`config.mk`:
```
export PLATFORM = sky130hd
export DESIGN_NAME = fp_accum_seq
export DESIGN_NICKNAME = d
export VERILOG_FILES = /design/src/rtl/fp_accum_seq.sv
export SDC_FILE = /design/constraint.sdc
export NUM_CORES = 1
export LEC_CHECK = 0
export CAP_MARGIN = 30
export CELL_PAD_IN_SITES_DETAIL_PLACEMENT = 2
export CELL_PAD_IN_SITES_GLOBAL_PLACEMENT = 2
export CORE_MARGIN = 2
export CORE_UTILIZATION = 19
export CTS_CLUSTER_SIZE = 20
export DETAILED_ROUTE_END_ITERATION = 12
export PLACE_DENSITY_LB_ADDON = 0.1
export SLEW_MARGIN = 10
export SYNTH_ARGS = -nofsm -noshare
export SYNTH_HDL_FRONTEND = slang
export SYNTH_SLANG_ARGS = --single-unit
```
`constraint.sdc`:
```
create_clock -name clk -period 2.26 [get_ports clk]
set_clock_uncertainty 0.1 [all_clocks]
set_input_delay 0.339 -clock clk [delete_from_list [all_inputs] [get_ports clk]]
set_output_delay 0.339 -clock clk [all_outputs]
set_load 0.01 [all_outputs]
```
`src/rtl/fp_accum_seq.sv`:
```
// Reduces a valid/ready stream of IEEE-754 single operands into one sum per stream, using an external combinational adder.
// Optional FP_ACC_NAN_STICKY_EN: sticky NaN flag forces the stream result to the canonical quiet NaN.
module fp_accum_seq #(
  parameter int unsigned DATA_WIDTH = 32,
  parameter int unsigned CNT_WIDTH  = 8
) (
  input  logic                  clk,
  input  logic                  rst_n,
  input  logic                  in_valid_i,
  output logic                  in_ready_o,
  input  logic [DATA_WIDTH-1:0] in_data_i,
  input  logic                  in_sub_i,
  input  logic                  in_last_i,
  output logic [DATA_WIDTH-1:0] add_a_o,
  output logic [DATA_WIDTH-1:0] add_b_o,
  output logic                  add_symbol_o,
  input  logic [DATA_WIDTH-1:0] add_out_i,
  output logic                  out_valid_o,
  input  logic                  out_ready_i,
  output logic [DATA_WIDTH-1:0] out_data_o,
  output logic [CNT_WIDTH-1:0]  out_count_o
);

  localparam int unsigned MAG_W = DATA_WIDTH - 1;

  typedef enum logic [1:0] {
    IDLE  = 2'd0,
    ACCUM = 2'd1,
    DONE  = 2'd2
  } state_e;

  state_e                state_q, state_d;
  logic [DATA_WIDTH-1:0] acc_q, acc_d;
  logic [CNT_WIDTH-1:0]  cnt_q, cnt_d;
  logic                  in_ready_q;
  logic                  out_valid_q;
  logic                  accept;
  logic [DATA_WIDTH-1:0] signed_in;

  // The adder has an implicit hidden bit, so both signs of zero must bypass it.
  function automatic logic is_zero(input logic [MAG_W-1:0] mag);
    return mag == '0;
  endfunction

`ifdef FP_ACC_NAN_STICKY_EN
  localparam logic [DATA_WIDTH-1:0] QNAN = DATA_WIDTH'(32'h7FC0_0000);
  logic nan_q, nan_d;

  function automatic logic is_nan(input logic [MAG_W-1:0] mag);
    return (mag[MAG_W-1:MAG_W-8] == 8'hFF) && (mag[MAG_W-9:0] != '0);
  endfunction
`endif

  assign accept       = in_valid_i & in_ready_q;
  assign signed_in    = {in_data_i[DATA_WIDTH-1] ^ in_sub_i, in_data_i[MAG_W-1:0]};
  assign add_a_o      = acc_q;
  assign add_b_o      = in_data_i;
  assign add_symbol_o = in_sub_i;
  assign in_ready_o   = in_ready_q;
  assign out_valid_o  = out_valid_q;
  assign out_data_o   = acc_q;
  assign out_count_o  = cnt_q;

  // Next-state and datapath selection.
  always_comb begin
    state_d = state_q;
    acc_d   = acc_q;
    cnt_d   = cnt_q;
`ifdef FP_ACC_NAN_STICKY_EN
    nan_d   = nan_q;
`endif
    unique case (state_q)
      IDLE: begin
        if (accept) begin
          acc_d   = signed_in;
          cnt_d   = CNT_WIDTH'(1);
          state_d = in_last_i ? DONE : ACCUM;
`ifdef FP_ACC_NAN_STICKY_EN
          nan_d   = is_nan(in_data_i[MAG_W-1:0]);
`endif
        end
      end
      ACCUM: begin
        if (accept) begin
          if (is_zero(in_data_i[MAG_W-1:0])) begin
            acc_d = acc_q;
          end else if (is_zero(acc_q[MAG_W-1:0])) begin
            acc_d = signed_in;
          end else begin
            acc_d = add_out_i;
`ifdef FP_ACC_NAN_STICKY_EN
            if (is_nan(add_out_i[MAG_W-1:0])) nan_d = 1'b1;
`endif
          end
`ifdef FP_ACC_NAN_STICKY_EN
          if (is_nan(in_data_i[MAG_W-1:0])) nan_d = 1'b1;
`endif
          if (cnt_q != '1) cnt_d = cnt_q + CNT_WIDTH'(1);
          if (in_last_i) state_d = DONE;
        end
      end
      DONE: begin
        if (out_ready_i) begin
          state_d = IDLE;
`ifdef FP_ACC_NAN_STICKY_EN
          nan_d   = 1'b0;
`endif
        end
      end
      default: state_d = IDLE;
    endcase
`ifdef FP_ACC_NAN_STICKY_EN
    if (nan_d && state_q != DONE) acc_d = QNAN;
`endif
  end

  // State, datapath and registered handshake outputs.
  always_ff @(posedge clk or negedge rst_n) begin
    if (!rst_n) begin
      state_q     <= IDLE;
      acc_q       <= '0;
      cnt_q       <= '0;
      in_ready_q  <= 1'b1;
      out_valid_q <= 1'b0;
`ifdef FP_ACC_NAN_STICKY_EN
      nan_q       <= 1'b0;
`endif
    end else begin
      state_q     <= state_d;
      acc_q       <= acc_d;
      cnt_q       <= cnt_d;
      in_ready_q  <= (state_d != DONE);
      out_valid_q <= (state_d == DONE);
`ifdef FP_ACC_NAN_STICKY_EN
      nan_q       <= nan_d;
`endif
    end
  end

endmodule

```
Yosys cells after proc, flatten, opt, wreduce, memory -nomap -nowiden

Cells that the tools add are included.

Add/subtract/negate cells: 1
Multiply operators: 0
Div/mod/pow operators: 0
Magnitude comparators: 0
Equality and inequality tests: 9
Shift-type cells: 0
Mux-type cells: 15
Bitwise operators: 2
Reductions and logical operators: 6

Operator list:

| operator                                                         | number |
|---|---|
| 32-bit 2-to-1 mux                                                | 4 |
| 32-bit case mux with 2 select lines                              | 1 |
| 31-bit zero test                                                 | 2 |
| 8-bit 2-to-1 mux                                                 | 3 |
| 8-bit case mux with 2 select lines                               | 1 |
| 2-bit 2-to-1 mux                                                 | 5 |
| 2-bit != test (second input constant)                            | 5 |
| 8-bit by 1-bit adder with 8-bit output (second input constant)   | 1 |
| 8-bit != test (second input constant)                            | 1 |
| 4-bit AND reduction                                              | 2 |
| 2-bit case mux with 3 select lines                               | 1 |
| 2-bit == test (second input constant)                            | 2 |
| 2-bit by 1-bit == test with 1-bit output (second input constant) | 1 |
| 2-bit zero test                                                  | 1 |
| 2-bit nonzero test                                               | 1 |
| 1-bit bitwise AND                                                | 1 |
| 1-bit bitwise XOR                                                | 1 |

Bits in registers: 44
Latch bits: 0
Bits in writable memories: 0
Memory bits (read-only): 0
Output and inout bits: 107
Word-level logic and storage cells: 38
Memories: 0

Longest topological paths before layout

Word-level depth: 5
Depth in mapped cells: 6
Gate-level depth less buffers: 5

Least setup slack after synthesis

Ideal clock, no wire load.

Path type: register to register
Start point: reg cnt_q[0], in the netlist out_count_o[0]
End point: reg cnt_q[0], in the netlist out_count_o[0]
Setup time: 125 ps
Data arrival time: 1,704 ps
Required time: 2,035 ps
Path slack: 332 ps
Stages on the path, launching flop included: 5
Path buffers: 0
Period minus slack after synthesis: 1,928 ps
Cell sequence: dfrtp_1 > ha_1 > nand2_1 > o31ai_1 > mux2_2

Word-level cells in the longest chain between the ends: 4

Ends and longest elaborated chain:

| item                                   | line | RTL |
|---|---|---|
| from (decl)                            | 34   | `logic [CNT_WIDTH-1:0] cnt_q, cnt_d;` |
| from (signal assigned)                 | 131  | `cnt_q <= cnt_d;` |
| 8-bit by 1-bit adder with 8-bit output | 98   | `if (cnt_q != '1) cnt_d = cnt_q + CNT_WIDTH'(1);` |
| 8-bit 2-to-1 mux                       | 98   |  |
| 8-bit 2-to-1 mux                       | 84   | `if (accept) begin` |
| 8-bit case mux with 2 select lines     | 72   | `unique case (state_q)` |

Parallel ways exist; a longest one is shown, timed or not. The select of a mux whose other input is x is not followed.
A chain may end at the register's enable or synchronous reset.

Final worst setup path

Start point: in in_data_i[30]
End point: reg acc_q[27], in the netlist add_a_o[27]

Word-level cells in the longest chain between the ends: 3

Ends and longest elaborated chain:

| item                          | line | RTL |
|---|---|---|
| from (decl)                   | 11   | `input logic [DATA_WIDTH-1:0] in_data_i,` |
| 31-bit zero test              | 42   | `return mag == '0;` |
| 2-bit != test (no line)       | -    |  |
| 4-bit AND reduction (no line) | -    |  |
| to (signal assigned)          | 121  | `acc_q <= '0;` |
| to (signal assigned)          | 130  | `acc_q <= acc_d;` |
| to (decl)                     | 33   | `logic [DATA_WIDTH-1:0] acc_q, acc_d;` |

No other way between the ends.

==> out/metrics.csv <==
stage,metric,value,unit
outcome,run status,finished clean,
synth,sequential cell area fraction in the yosys report,0.411,
cts,CTS H-Tree Depth,2,
placement,Setup WS pre-CTS,-0.412,ns
synth,asr flop ratio synth,1.00,
synth,Post-Syn Nets,356,
synth,number of synthesized flops with an enable pin,0,
run,max_cap viols,0,
setup_path,Crit path arrival time,2.24,ns
power,NetSw,1.42,mW
grt,antenna violations before repair,0,
placement,PortBufs,176,
power,P_leak,2.13,nW
sta,Final setup viols,0,
placement,dpl hpwl,8760,um
sta,post-route worst setup slack,0.119,ns
drt,number of routed nets with antenna violations,0,
synth,Yosys reg bits,44,
final_layout,sequential cell area,1100,sq um
sta,Fin. Hold Viols,0,
sta,Tmin final,2.14,ns
cts,clock sink total,44,
power,Pint,2.77,mW
synth,ys flop type,dfrtp_1,
synth,synth top area cells,"dfrtp_1, buf_4, mux2i_1, o21ai_0, nand2_1",
setup_path,Crit Path Class,input pin to flip-flop,
cts,Clock transition at path regs,0.06,ns
drt,wire per inst,17.5,um
drt,First DRT Iteration DRCs,41,
placement,Routability Congestion,0.701,
power,Gate power share,0.469,
power,clock share of power,0.217,
final_layout,final net count,515,
grt,largest net degree at the start of global routing,45,
sta,Final period util,0.947,
synth,cell type with the highest aggregate area in the netlist,dfrtp_1,
sta,Setup TNS Final,0,ns
sta,FMAX,467,MHz
final_layout,Multi-input gate area,1130,sq um
synth,top-area cell type share of the netlist area,0.401,
floorplan,die width,123,um
floorplan,FP Rows,43,
floorplan,die area,15100,sq um
cts,clk_lat worst skew,0.29,ns
cts,Max clock buf depth,2,
cts,CTS Buf Count,5,
sta,Max Slew Vio Count,0,
floorplan,Ports,177,
synth,cells after synthesis,285,
synth,cell with the most instances after synthesis,buf_4,
power,sequential share of power,0.314,
final_layout,fillers,1516,
final_layout,Layout area overhead,81.4,%
placement,placed cell count,614,
synth,Syn Std Cell Area,2680,sq um
sta,slew margin rel.,0.739,
min_path,worst hold path class,input pin to asynchronous set/reset pin,
setup_path,crit path capture type,flip-flop,
drt,DR vias/cell,4.23,
grt,global-route wire length before repair,16400,um
grt,Total GRT Usage,0.143,
drt,DR pass1 iterations,4,
synth,Yosys cell types,29,
power,sw frac,0.339,
floorplan,Initial Util,0.194,
setup_path,CP Launch Type,input pin,
sta,Worst Tran Pin Value,0.391,ns
floorplan,Die Y,123,um
final_layout,final instance area,4860,sq um
grt,grt total ovfl,0,
cts,CTS tree,built,
drt,drt total wl,10900,um
floorplan,core area,13800,sq um
cts,Root Driver,clkbuf_16,
drt,residual DRC count,0,
final_layout,fraction of layout instances using a drive strength above 1,0.160,
setup_path,critical path data required time,2.36,ns
power,Max rail drop VDD,0.334,mV
drt,via count,2644,
final_layout,final instance count without filler cells,625,
final_layout,Antenna diodes,0,
placement,Area after DPL,4540,sq um
final_layout,Final Core Density,0.352,
synth,synth warn,0,
setup_path,CP Max Fanout,22,
synth,Post-Syn Area per Cell,9.40,sq um
synth,synth cell count leaders,"buf_4, dfrtp_1, o21ai_0",
power,Power Dens Cells,863,nW/um^2
grt,vias in the first global route,2939,
## timing repair
item / CTS / global route
buffers inserted: 0 / 1
endpoints found under the hold margin: 13 / 0
pin swaps: 0 / 4
setup endpoints to repair: 32 / 32
hold buffers: 1 / 0
gates resized for setup: 5 / 11
cloned: 0 / 1
## logic make-up after synthesis
family | synth area share
buf+inv | 0.200
xor+xnor | 0.00327
mux | 0.124
compound gates | 0.121
flops | 0.411
fa+ha+maj | 0.00467
simple gates | 0.135
## cell usage in the layout (no fill, tap or decap), types with 5 or more instances in the layout
cell type        synthesis  layout
clkbuf_16                0       6
o21ai_0                 40      40
buf_4                   65      41
nor2_1                   8       8
nor4_1                  13       6
dfrtp_1                 43      43
mux2i_1                 32      32
nand2_1                 39      39
clkdlybuf4s50_1          0     174
o31ai_1                  5       5
## registers in the layout, indices dropped and copies added (netlist names)
name	count
state_q	2
in_ready_o	1
add_a_o	32
out_valid_o	1
out_count_o	8
## power groups by stage
| stage | clock network, mW | logic, mW | registers, mW |
|---|---|---|---|
| 4_1_cts | 0.939 | 1.96 | 1.31 |
| 6_report | 0.909 | 1.97 | 1.32 |
| 3_3_place_gp | 0 | 1.92 | 1.30 |
| 2_1_floorplan | 0 | 0.846 | 1.33 |
| 5_1_grt | 0.970 | 2.14 | 1.37 |
| 3_5_place_dp | 0 | 1.94 | 1.32 |
## stage by stage
| stage | hold WS (ns) | total power [mW] |
|---|---|---|
| 6_report | 0.402 | 4.19 |
| 3_5_place_dp | 0.194 | 3.26 |
| 4_1_cts | 0.422 | 4.21 |
| 5_1_grt | 0.450 | 4.49 |
| 3_3_place_gp | 0.187 | 3.22 |
| 2_1_floorplan | -0.0566 | 2.17 |
## layer usage
metal	routed length, um	GRT usage
met1	4570	0.178
met2	5580	0.247
met3	524	0.0288
met4	231	0.0481
met5	0	0
## path summary, 6_finish.rpt
path | cells past startpoint | endpoint | slack (ns) | from
setup reg to reg | 7 | add_a_o[27] | 0.18 | add_a_o[22]
hold reg to reg | 2 | add_a_o[31] | 0.41 | add_a_o[31]
max in group asynchronous | 3 | in_ready_o | 0.98 | rst_n
min in group clk | 2 | add_a_o[31] | 0.41 | add_a_o[31]
setup / recovery | 9 | add_a_o[27] | 0.12 | in_data_i[30]
hold / removal | 2 | add_a_o[31] | 0.40 | rst_n
## layout make-up
type	instances	area share
Clock buffer	7	0.0314
Clock inverter	1	0.00618
Inverter	1	0.000772
Multi-Input combinational cell	166	0.232
Sequential cell	44	0.227
Tap cell	180	0.0463
Timing Repair Buffer	226	0.457
## critical path: stages
cell and delay (ns):
clkdlybuf4s50_1 0.48, nor4_4 0.33, buf_4 0.16, nand4_1 0.13
o41ai_4 0.32, buf_6 0.18, buf_12 0.16, nand2_1 0.06
o21ai_0 0.09
Power figures use the tool's default switching activity.
